===== src/rtl/instr_decode_pkg.sv =====
// Shared opcode map, ALU encoding, field layout and decode table for the
// decode stage.
package instr_decode_pkg;

  localparam int INSTR_W      = 32;
  localparam int OP_W         = 6;
  localparam int REG_FIELD_W  = 5;
  localparam int IMM_FIELD_W  = 16;
  localparam int ADDR_FIELD_W = 8;

  localparam int OP_LSB      = 26;
  localparam int RD2_LSB     = 21;
  localparam int RD1_LSB     = 16;
  localparam int RS2_LSB     = 5;
  localparam int RS1_LSB     = 0;
  localparam int IMM_LSB     = 0;
  localparam int LD_ADDR_LSB = 0;
  localparam int ST_ADDR_LSB = 18;

  typedef logic [OP_W-1:0] opcode_t;

  localparam opcode_t OP_LDI  = 6'h00;
  localparam opcode_t OP_MOV  = 6'h01;
  localparam opcode_t OP_LD   = 6'h02;
  localparam opcode_t OP_ST   = 6'h03;
  localparam opcode_t OP_ADD  = 6'h04;
  localparam opcode_t OP_SUB  = 6'h05;
  localparam opcode_t OP_NEG  = 6'h06;
  localparam opcode_t OP_MUL  = 6'h07;
  localparam opcode_t OP_AND  = 6'h08;
  localparam opcode_t OP_OR   = 6'h09;
  localparam opcode_t OP_NAND = 6'h0A;
  localparam opcode_t OP_NOR  = 6'h0B;
  localparam opcode_t OP_XOR  = 6'h0C;
  localparam opcode_t OP_XNOR = 6'h0D;
  localparam opcode_t OP_NOT  = 6'h0E;
  localparam opcode_t OP_SHL  = 6'h0F;
  localparam opcode_t OP_SHR  = 6'h10;
  localparam opcode_t OP_NOP  = 6'h11;

  typedef enum logic [4:0] {
    ALU_NOP  = 5'd0,
    ALU_ADD  = 5'd1,
    ALU_SUB  = 5'd2,
    ALU_NEG  = 5'd3,
    ALU_MUL  = 5'd4,
    ALU_AND  = 5'd5,
    ALU_OR   = 5'd6,
    ALU_NAND = 5'd7,
    ALU_NOR  = 5'd8,
    ALU_XOR  = 5'd9,
    ALU_XNOR = 5'd10,
    ALU_NOT  = 5'd11,
    ALU_SHL  = 5'd12,
    ALU_SHR  = 5'd13,
    ALU_PASS = 5'd14
  } alu_op_t;

  // Fields are kept at instruction width; the top narrows them to its parameters.
  typedef struct packed {
    alu_op_t                 aluop;
    logic [REG_FIELD_W-1:0]  rd1;
    logic [REG_FIELD_W-1:0]  rd2;
    logic [REG_FIELD_W-1:0]  rs1;
    logic [REG_FIELD_W-1:0]  rs2;
    logic                    we_rd1;
    logic                    we_rd2;
    logic                    re_rs1;
    logic                    re_rs2;
    logic [IMM_FIELD_W-1:0]  imm;
    logic [ADDR_FIELD_W-1:0] maddr;
    logic                    mem_rd;
    logic                    mem_wr;
    logic                    illegal;
  } decoded_t;

  function automatic alu_op_t alu_of(input opcode_t op);
    alu_op_t a;
    case (op)
      OP_LDI, OP_MOV, OP_LD, OP_ST: a = ALU_PASS;
      OP_ADD:  a = ALU_ADD;
      OP_SUB:  a = ALU_SUB;
      OP_NEG:  a = ALU_NEG;
      OP_MUL:  a = ALU_MUL;
      OP_AND:  a = ALU_AND;
      OP_OR:   a = ALU_OR;
      OP_NAND: a = ALU_NAND;
      OP_NOR:  a = ALU_NOR;
      OP_XOR:  a = ALU_XOR;
      OP_XNOR: a = ALU_XNOR;
      OP_NOT:  a = ALU_NOT;
      OP_SHL:  a = ALU_SHL;
      OP_SHR:  a = ALU_SHR;
      default: a = ALU_NOP;
    endcase
    return a;
  endfunction

  function automatic decoded_t decode_instr(input logic [INSTR_W-1:0] instr);
    decoded_t d;
    opcode_t  op;
    logic [REG_FIELD_W-1:0] f_rd1, f_rd2, f_rs1, f_rs2;
    op    = instr[OP_LSB +: OP_W];
    f_rd1 = instr[RD1_LSB +: REG_FIELD_W];
    f_rd2 = instr[RD2_LSB +: REG_FIELD_W];
    f_rs1 = instr[RS1_LSB +: REG_FIELD_W];
    f_rs2 = instr[RS2_LSB +: REG_FIELD_W];
    d       = '0;
    d.aluop = alu_of(op);
    case (op)
      OP_LDI: begin
        d.rd2    = f_rd2;
        d.we_rd2 = 1'b1;
        d.imm    = instr[IMM_LSB +: IMM_FIELD_W];
      end
      OP_MOV: begin
        d.rd2    = f_rd2;
        d.we_rd2 = 1'b1;
        d.rs1    = f_rs1;
        d.re_rs1 = 1'b1;
      end
      OP_LD: begin
        d.rd2    = f_rd2;
        d.we_rd2 = 1'b1;
        d.maddr  = instr[LD_ADDR_LSB +: ADDR_FIELD_W];
        d.mem_rd = 1'b1;
      end
      OP_ST: begin
        // The store address overlays the rd2/rd1 fields, so no destination.
        d.rs1    = f_rs1;
        d.re_rs1 = 1'b1;
        d.maddr  = instr[ST_ADDR_LSB +: ADDR_FIELD_W];
        d.mem_wr = 1'b1;
      end
      OP_ADD, OP_SUB, OP_AND, OP_OR, OP_NAND, OP_NOR,
      OP_XOR, OP_XNOR, OP_SHL, OP_SHR: begin
        d.rd1    = f_rd1;
        d.we_rd1 = 1'b1;
        d.rs1    = f_rs1;
        d.rs2    = f_rs2;
        d.re_rs1 = 1'b1;
        d.re_rs2 = 1'b1;
      end
      OP_NEG, OP_NOT: begin
        d.rd1    = f_rd1;
        d.we_rd1 = 1'b1;
        d.rs1    = f_rs1;
        d.re_rs1 = 1'b1;
      end
      OP_MUL: begin
        d.rd1    = f_rd1;
        d.rd2    = f_rd2;
        d.we_rd1 = 1'b1;
        d.we_rd2 = 1'b1;
        d.rs1    = f_rs1;
        d.rs2    = f_rs2;
        d.re_rs1 = 1'b1;
        d.re_rs2 = 1'b1;
      end
      OP_NOP: ;
      default: d.illegal = 1'b1;
    endcase
    return d;
  endfunction

endpackage


===== src/rtl/instr_decode_scoreboard.sv =====
// Register busy bitmap: destinations of accepted instructions are marked busy
// until writeback; flags RAW/WAW hazards for the instruction at the input.
module instr_decode_scoreboard #(
  parameter int NUM_REGS = 32,
  parameter int REG_W    = $clog2(NUM_REGS)
) (
  input  logic             clk,
  input  logic             rst,
  input  logic             accept,
  input  logic             we_rd1,
  input  logic             we_rd2,
  input  logic             re_rs1,
  input  logic             re_rs2,
  input  logic [REG_W-1:0] rd1,
  input  logic [REG_W-1:0] rd2,
  input  logic [REG_W-1:0] rs1,
  input  logic [REG_W-1:0] rs2,
  input  logic             wb_valid,
  input  logic [REG_W-1:0] wb_reg,
  output logic             hazard
);
  import instr_decode_pkg::*;

  logic [NUM_REGS-1:0] busy;
  logic [NUM_REGS-1:0] clr;
  logic [NUM_REGS-1:0] set;
  logic [NUM_REGS-1:0] busy_eff;

  always_comb begin
    clr = '0;
    set = '0;
    if (wb_valid) clr[wb_reg] = 1'b1;
    // A MUL with rd1 == rd2 simply sets the same bit twice.
    if (accept && we_rd1) set[rd1] = 1'b1;
    if (accept && we_rd2) set[rd2] = 1'b1;
  end

  // Same-cycle writeback already counts as released for the hazard check.
  assign busy_eff = busy & ~clr;

  assign hazard = (re_rs1 && busy_eff[rs1]) ||
                  (re_rs2 && busy_eff[rs2]) ||
                  (we_rd1 && busy_eff[rd1]) ||
                  (we_rd2 && busy_eff[rd2]);

  always_ff @(posedge clk) begin
    if (rst) busy <= '0;
    else     busy <= busy_eff | set;
  end

endmodule


===== src/rtl/instr_decode_stage.sv =====
// Registered, handshaked instruction decode stage with a one-entry output
// register. Define INSTR_DECODE_SCOREBOARD_EN to enable the hazard scoreboard.
module instr_decode_stage #(
  parameter int DATA_W   = 16,
  parameter int NUM_REGS = 32,
  parameter int MADDR_W  = 8
) (
  input  logic                        clk,
  input  logic                        rst,
  input  logic                        in_valid,
  output logic                        in_ready,
  input  logic [31:0]                 in_instr,
  output logic                        out_valid,
  input  logic                        out_ready,
  output logic [4:0]                  out_aluop,
  output logic [$clog2(NUM_REGS)-1:0] out_rd1,
  output logic [$clog2(NUM_REGS)-1:0] out_rd2,
  output logic [$clog2(NUM_REGS)-1:0] out_rs1,
  output logic [$clog2(NUM_REGS)-1:0] out_rs2,
  output logic                        out_we_rd1,
  output logic                        out_we_rd2,
  output logic                        out_re_rs1,
  output logic                        out_re_rs2,
  output logic [DATA_W-1:0]           out_imm,
  output logic [MADDR_W-1:0]          out_maddr,
  output logic                        out_mem_rd,
  output logic                        out_mem_wr,
  output logic                        out_illegal,
  input  logic                        wb_valid,
  input  logic [$clog2(NUM_REGS)-1:0] wb_reg
);
  import instr_decode_pkg::*;

  localparam int REG_W = $clog2(NUM_REGS);

  decoded_t dec;
  decoded_t held;
  logic     hazard;
  logic     accept;

  assign dec = decode_instr(in_instr);

`ifdef INSTR_DECODE_SCOREBOARD_EN
  instr_decode_scoreboard #(
    .NUM_REGS (NUM_REGS),
    .REG_W    (REG_W)
  ) u_scoreboard (
    .clk      (clk),
    .rst      (rst),
    .accept   (accept),
    .we_rd1   (dec.we_rd1),
    .we_rd2   (dec.we_rd2),
    .re_rs1   (dec.re_rs1),
    .re_rs2   (dec.re_rs2),
    .rd1      (dec.rd1[REG_W-1:0]),
    .rd2      (dec.rd2[REG_W-1:0]),
    .rs1      (dec.rs1[REG_W-1:0]),
    .rs2      (dec.rs2[REG_W-1:0]),
    .wb_valid (wb_valid),
    .wb_reg   (wb_reg),
    .hazard   (hazard)
  );
`else
  logic unused_wb;
  assign unused_wb = ^{wb_valid, wb_reg};
  assign hazard    = 1'b0;
`endif

  assign in_ready = (!out_valid || out_ready) && !hazard;
  assign accept   = in_valid && in_ready;

  always_ff @(posedge clk) begin
    if (rst) begin
      out_valid <= 1'b0;
      held      <= '0;
    end else if (accept) begin
      out_valid <= 1'b1;
      held      <= dec;
    end else if (out_ready) begin
      out_valid <= 1'b0;
    end
  end

  assign out_aluop   = held.aluop;
  assign out_rd1     = held.rd1[REG_W-1:0];
  assign out_rd2     = held.rd2[REG_W-1:0];
  assign out_rs1     = held.rs1[REG_W-1:0];
  assign out_rs2     = held.rs2[REG_W-1:0];
  assign out_we_rd1  = held.we_rd1;
  assign out_we_rd2  = held.we_rd2;
  assign out_re_rs1  = held.re_rs1;
  assign out_re_rs2  = held.re_rs2;
  assign out_imm     = DATA_W'(held.imm);
  assign out_maddr   = MADDR_W'(held.maddr);
  assign out_mem_rd  = held.mem_rd;
  assign out_mem_wr  = held.mem_wr;
  assign out_illegal = held.illegal;

endmodule


===== config.mk =====
export PLATFORM = sky130hd
export DESIGN_NAME = instr_decode_stage
export DESIGN_NICKNAME = d
export VERILOG_FILES = /design/src/rtl/instr_decode_pkg.sv /design/src/rtl/instr_decode_scoreboard.sv /design/src/rtl/instr_decode_stage.sv
export SDC_FILE = /design/constraint.sdc
export NUM_CORES = 1
export LEC_CHECK = 0
export CORE_MARGIN = 5
export CORE_UTILIZATION = 42
export CTS_BUF_LIST = sky130_fd_sc_hd__clkbuf_16
export CTS_CLUSTER_SIZE = 30
export DETAILED_ROUTE_END_ITERATION = 16
export PLACE_DENSITY = 0.88
export SYNTH_ARGS = -nofsm -noshare
export SYNTH_HDL_FRONTEND = slang
export SYNTH_SLANG_ARGS = --single-unit

===== constraint.sdc =====
create_clock -name clk -period 2.3 [get_ports clk]
set_input_delay 0.46 -clock clk [delete_from_list [all_inputs] [get_ports clk]]
set_output_delay 0.46 -clock clk [all_outputs]
set_load 0.02 [all_outputs]

==> reports/metrics.csv, run 1 <==
metric,value,unit
run status,completed,
Least-Margin Pin Slew,734.2,ps
die area,7147,sq um
Multi-input gate area,1102,sq um
via count,2305,
simple-gate area share of the yosys netlist,18.93,%
area grow syn2layout,52.82,%
Rows,27,
top-count cell post-synth,dfxtp_1,
XOR/XNOR share of the synthesized area,0.3753,%
commonest cells in the synthesized netlist,"dfxtp_1, nor2_1, a22oi_1",
Worst path max stage delay,420,ps
mux cell area share after synthesis,0.8579,%
Setup crit end kind,flop,
Resize count post-CTS,0,
reg-to-reg critical path startpoint,out_valid,
P per Cell Area,589.5,nW/um^2
Synth Area in Compound Gates,23.86,%
hold path start,rst,
Worst IR Drop VDD,0.3093,mV
max frequency,453.5,MHz
Worst Path Required,2480,ps
Nets,398,
final worst path period share,95.88,%
clk sink count,56,
main combinational cell family by area after synthesis,compound AO/OA/AOI/OAI gates,
grt ovf,0,
Die Y,84.54,um
"delay-heaviest family, CP",compound AO/OA/AOI/OAI gates,
Buffers on Ports,92,
Max Fanout on Critical Path,5,
Critical R2R Capture,out_rs2[3],
Mapped Cells,253,
register area share after synthesis,48.04,%
Worst Clk Skew,6.928,ps
I/O Pins,100,
MaxCap Viol Count,0,
min-delay worst type,in2reg,
initial core utilization,42.90,%
synth top area cells,"dfxtp_1, a22oi_1, nor2_1, nand3b_1, a221oi_1",
HPWL Detailed,5.282,mm
"Cell Chain, Critical Path",clkdlybuf4s50_1 -> buf_4 -> ha_1 -> o311ai_4 -> a31oi_2 -> o31a_1 -> a22o_1,
Rel. slew slack,50.87,%
DRT antenna net count,0,
slowest CP cell,clkdlybuf4s50_1,
reg2reg path depth,4,
Avg Inst Size Synth,9.223,sq um
"Net Count, Synth",300,
final WL,6.819,mm
Synth Register Bits,56,
number of flops mapped to enable cells by yosys,0,
First-pass DRT Iterations,4,
Post-Route Utilization,65.56,%
Core ar.,5439,sq um
average routed wire per standard cell,16.08,um
Hold Crit Depth,2,
placed insts,416,
Root Driver,clkbuf_16,
Antenna diodes,0,
layout cells sized above 1,10.51,%
Overall Global Routing Usage,19.06,%
global-route wire length before repair,11.01,mm
insertion delay to the later sink of the worst-skew pair,290,ps
Final Wtd Congestion,0.8423,
Reg2Reg Setup Slack,740,ps
CP Buf/Inv Count,2,
Yosys Warn Count,0,
post-synthesis adder-cell area fraction,2.681,%
worst hold margin,383.5,ps
Mapped Area,2333,sq um
maximum number of pins on one net before global-route repair,50,
share of the synthesized area in the top cell type,48.04,%
unique cell type count in the Yosys netlist,40,
Finished Layout Cells,424,
async set or reset register ratio after synthesis,0,%
Main synth FF type,dfxtp_1,
die width,84.54,um
vias in the first global route,2267,
crit path kind,in2reg,
CTS tree,done,
Post-CTS Hold Fix Bufs,0,
Post-CTS Setup Bufs,0,
final-report hold violation count,0,
Vias/cell,5.436,
Synth area leader,dfxtp_1,
register area,1121,sq um
Longest Clk Path Bufs,2,
Worst-path clk slew,70,ps
# setup viols final,0,
initial antenna violation count,0,
fin crit period,2205,ps
CP startpoint kind,primary input,
FILL cells,447,
# H-tree levels,2,
# DRC,0,
Iter 0 DRT Violations,116,
RSZ-0062 raised after global routing,no,
Leakage Power,1.319,nW
Final Max Slew Viols,0,
WP data arrival,2390,ps
Worst Hold Endpoint,out_we_rd1,
CTS buffer count,5,
-- state kept, by name (all words and copies together) (netlist names), 4 cells and up --
register   flops
out_rd2        5
out_imm       16
out_rs2        5
out_rs1        5
out_rd1        5
out_maddr      8
out_aluop      4
-- where the power goes --
group          switching [mW]  internal [mW]  total [mW]
combinational           0.176          0.163       0.338
clock                   0.346          0.408       0.754
sequential             0.0141          0.995        1.01
total                   0.536           1.57        2.10
-- cell usage in the layout (no fill, tap or decap), drive strengths merged, types with 6 or more instances in the layout --
cell	count
a22oi	24
inv	6
clkdlybuf4s50	91
nor2	42
nand2	12
o21ai	10
a21oi	6
nor3	11
buf	22
dfxtp	56
a221oi	8
nand3b	10
-- layout make-up --
class,instances,area share (%)
Inverter,5,0.5263
Sequential cell,56,31.44
Tap cell,72,2.526
Multi-Input combinational cell,170,30.91
Timing Repair Buffer,113,30.46
Clock inverter,3,0.6316
Clock buffer,5,3.509
-- stage by stage --
stage	cell area (sq um)	worst slack [ps]	setup TNS (ps)	total power, mW
2_1_floorplan	2333	446.3	0	1.191
3_5_place_dp	3410	-208.8	-3258	1.366
6_report	3566	94.85	0	2.102
3_3_place_gp	3410	-156.9	-2187	1.357
5_1_grt	3566	4.664	0	2.185
4_1_cts	3557	104.8	0	2.113
-- worst register-to-register path, cell delays in order, from the launching register on --
cell      delay, ps
dfxtp_1         330
nand2b_1        100
and2_1          230
nor2_1          580
a22o_1          250
-- worst max-delay path by stage --
stage                       startpoint    endpoint  slack, ps  cells past startpoint
after floorplan           in_instr[26]  out_rs2[1]        450                      7
after global placement    in_instr[26]  out_rs2[3]       -160                      7
after detailed placement  in_instr[26]  out_rs2[1]       -210                      7
after CTS                 in_instr[26]  out_rs2[3]        100                      7
after global routing      in_instr[26]  out_rs2[3]          5                      8
final                     in_instr[26]  out_rs2[3]         90                      7
-- kinds of logic after synthesis --
family,Yosys count
flip-flops,56
multiplexers,2
adder cells (fa/ha/maj),5
AO/OA/AOI/OAI,71
other,1
buffers and inverters,27
AND/OR/NAND/NOR,90
XOR/XNOR,1
-- layer usage --
metal / wire (um) / global-route usage [%]
met5: 0 / 0
met4: 145 / 9.209
met3: 483 / 5.201
met2: 3352 / 31.96
met1: 2837 / 22.42
(Power assumes the default switching activity.)
==> run 2, diff against run 1 <==
ABC_CLOCK_PERIOD_IN_PS = 2300   (was unset)
HOLD_SLACK_MARGIN = 0.1   (was unset)
PLACE_DENSITY = 0.84   (was 0.88)
==> reports/metrics.csv, run 2 (synthesis gave the netlist of run 1 again) <==
metric,value,unit,change
final WL,6.888,mm,was 6.819 mm
# DRC,0,,unchanged
placed insts,420,,was 416
Core ar.,5439,sq um,unchanged
DRT antenna net count,0,,unchanged
average routed wire per standard cell,16.09,um,was 16.08 um
Finished Layout Cells,428,,was 424
crit path kind,in2reg,,unchanged
Iter 0 DRT Violations,94,,was 116
register area,1121,sq um,unchanged
Finished Cell Area,3588,sq um,was 3566 sq um
Critical R2R Capture,out_rs2[3],,unchanged
Post-CTS Hold Fix Bufs,0,,unchanged
Multi-input gate area,1096,sq um,was 1102 sq um
die area,7147,sq um,unchanged
Seq pwr share,47.8,%,was 48.0%
Longest Clk Path Bufs,2,,unchanged
Max Fanout on Critical Path,5,,unchanged
# H-tree levels,2,,unchanged
run status,completed,,unchanged
final-report hold violation count,0,,unchanged
"commonest non-fill, non-tap cell in the layout",clkdlybuf4s50_1,,unchanged
Worst Hold Endpoint,out_mem_rd,,was out_we_rd1
Final Wtd Congestion,0.8052,,was 0.8423
reg-to-reg critical path startpoint,out_valid,,unchanged
CTS buffer count,5,,unchanged
Final Total Pwr,2.112,mW,was 2.102 mW
Clock Power Share,36.0,%,was 35.9%
FILL cells,465,,was 447
HPWL Detailed,5.246,mm,was 5.282 mm
Worst-path clk slew,70,ps,about the same
CP startpoint kind,primary input,,unchanged
switching share of power,25.79,%,was 25.52%
Buffers on Ports,92,,unchanged
Antenna diodes,0,,unchanged
die width,84.54,um,unchanged
Worst path max stage delay,510,ps,was 420 ps
reg2reg path depth,4,,unchanged
max reg flops,16,,unchanged
min-delay worst type,reg2reg,,was in2reg
Final Max Slew Viols,0,,unchanged
First-pass DRT Iterations,5,,was 4
Overall Global Routing Usage,19.13,%,was 19.06%
"Cell Area, Placed",3440,sq um,was 3410 sq um
P per Cell Area,588.6,nW/um^2,was 589.5 nW/um^2
Hold Crit Depth,2,,unchanged
initial antenna violation count,0,,unchanged
Root Driver,clkbuf_16,,unchanged
Setup crit end kind,flop,,unchanged
Pint,1.567,mW,was 1.566 mW
MaxCap Viol Count,0,,unchanged
CTS tree,done,,unchanged
layout cells sized above 1,11.80,%,was 10.51%
initial core utilization,42.90,%,unchanged
WP data arrival,2370,ps,was 2390 ps
hold path start,out_mem_rd,,was rst
Reg2Reg Setup Slack,770,ps,was 740 ps
slowest CP cell,clkdlybuf4s50_1,,unchanged
final worst path period share,94.82,%,was 95.88%
# setup viols final,0,,unchanged
Leakage Power,1.332,nW,was 1.319 nW
Worst IR Drop VDD,0.3289,mV,was 0.3093 mV
Vias/cell,5.346,,was 5.436
Worst Clk Skew,6.918,ps,was 6.928 ps
via count,2288,,was 2305
clk sink count,56,,unchanged
Rel. slew slack,52.38,%,was 50.87%
Die Y,84.54,um,unchanged
global-route wire length before repair,11.04,mm,was 11.01 mm
grt ovf,0,,unchanged
Rows,27,,unchanged
"commonest non-fill, non-tap cells in the layout","clkdlybuf4s50_1, dfxtp_1, nor2_1, a22oi_1, buf_4",,unchanged
insertion delay to the later sink of the worst-skew pair,290,ps,about the same
Least-Margin Pin Slew,711.7,ps,was 734.2 ps
maximum number of pins on one net before global-route repair,33,,was 50
vias in the first global route,2256,,was 2267
RSZ-0062 raised after global routing,no,,unchanged
area grow syn2layout,53.78,%,was 52.82%
switching power total,0.5447,mW,was 0.5363 mW
max frequency,458.5,MHz,was 453.5 MHz
worst hold margin,457.5,ps,was 383.5 ps
Comb pwr share,16.2,%,was 16.1%
fin crit period,2181,ps,was 2205 ps
Nets,402,,was 398
Post-Route Utilization,65.98,%,was 65.56%
"Cell Chain, Critical Path",clkdlybuf4s50_1 -> inv_1 -> ha_1 -> nor2b_1 -> o311ai_4 -> a31oi_2 -> o31a_1 -> a22o_1,,was clkdlybuf4s50_1 -> buf_4 -> ha_1 -> o311ai_4 -> a31oi_2 -> o31a_1 -> a22o_1
Worst Path Required,2480,ps,about the same
I/O Pins,100,,unchanged
==> run 2: worst max-delay path by stage <==
stage                 startpoint          to  slack [ps]  cells after the start
floorplan           in_instr[26]  out_rs2[1]         450                      7
global placement    in_instr[26]  out_rs2[4]        -200                      7
detailed placement  in_instr[26]  out_rd1[4]        -240                      8
CTS                 in_instr[26]  out_rd1[2]          70                      8
global route        in_instr[26]  out_rs2[3]          30                      8
finish              in_instr[26]  out_rs2[3]         120                      8
==> run 2: timing repair <==
item / in CTS / in global routing
resized for setup: 0 / 2
setup endpoints to repair: 0 / 10
setup buffers: 0 / 0
==> run 2: critical path: cells and delay by family <==
kind | cells | cell delay (ps)
buffers and inverters | 2 | 580
AO/OA/AOI/OAI | 4 | 950
adder cells (fa/ha/maj) | 1 | 220
AND/OR/NAND/NOR | 1 | 160
==> run 2: metal layers <==
| metal | GRT usage (%) | part of all wire, % |
|---|---|---|
| met5 | 0 | 0 |
| met4 | 6.906 | 1.2 |
| met3 | 5.103 | 6.1 |
| met2 | 32.46 | 51 |
| met1 | 23.24 | 42 |
==> run 2: cell type report <==
cell class | count | share of cell area (%)
Clock buffer | 5 | 3.487
Clock inverter | 3 | 0.5927
Inverter | 5 | 0.5230
Multi-Input combinational cell | 170 | 30.54
Sequential cell | 56 | 31.24
Tap cell | 72 | 2.510
Timing Repair Buffer | 117 | 31.10
==> run 2: power groups by stage <==
stage	registers (mW)	logic, mW	clock network (mW)
2_1_floorplan	1.06	0.129	0
3_3_place_gp	1.03	0.335	0
3_5_place_dp	1.03	0.339	0
4_1_cts	1.01	0.342	0.771
5_1_grt	1.01	0.368	0.824
6_report	1.01	0.342	0.761
==> run 2: through the flow <==
| step | setup TNS, ps | setup slack, ps |
|---|---|---|
| floorplan | 0 | 446.3 |
| global placement | -3750 | -201.2 |
| detailed placement | -4908 | -237.1 |
| CTS | 0 | 66.79 |
| global route | 0 | 30.86 |
| finish | 0 | 119.1 |
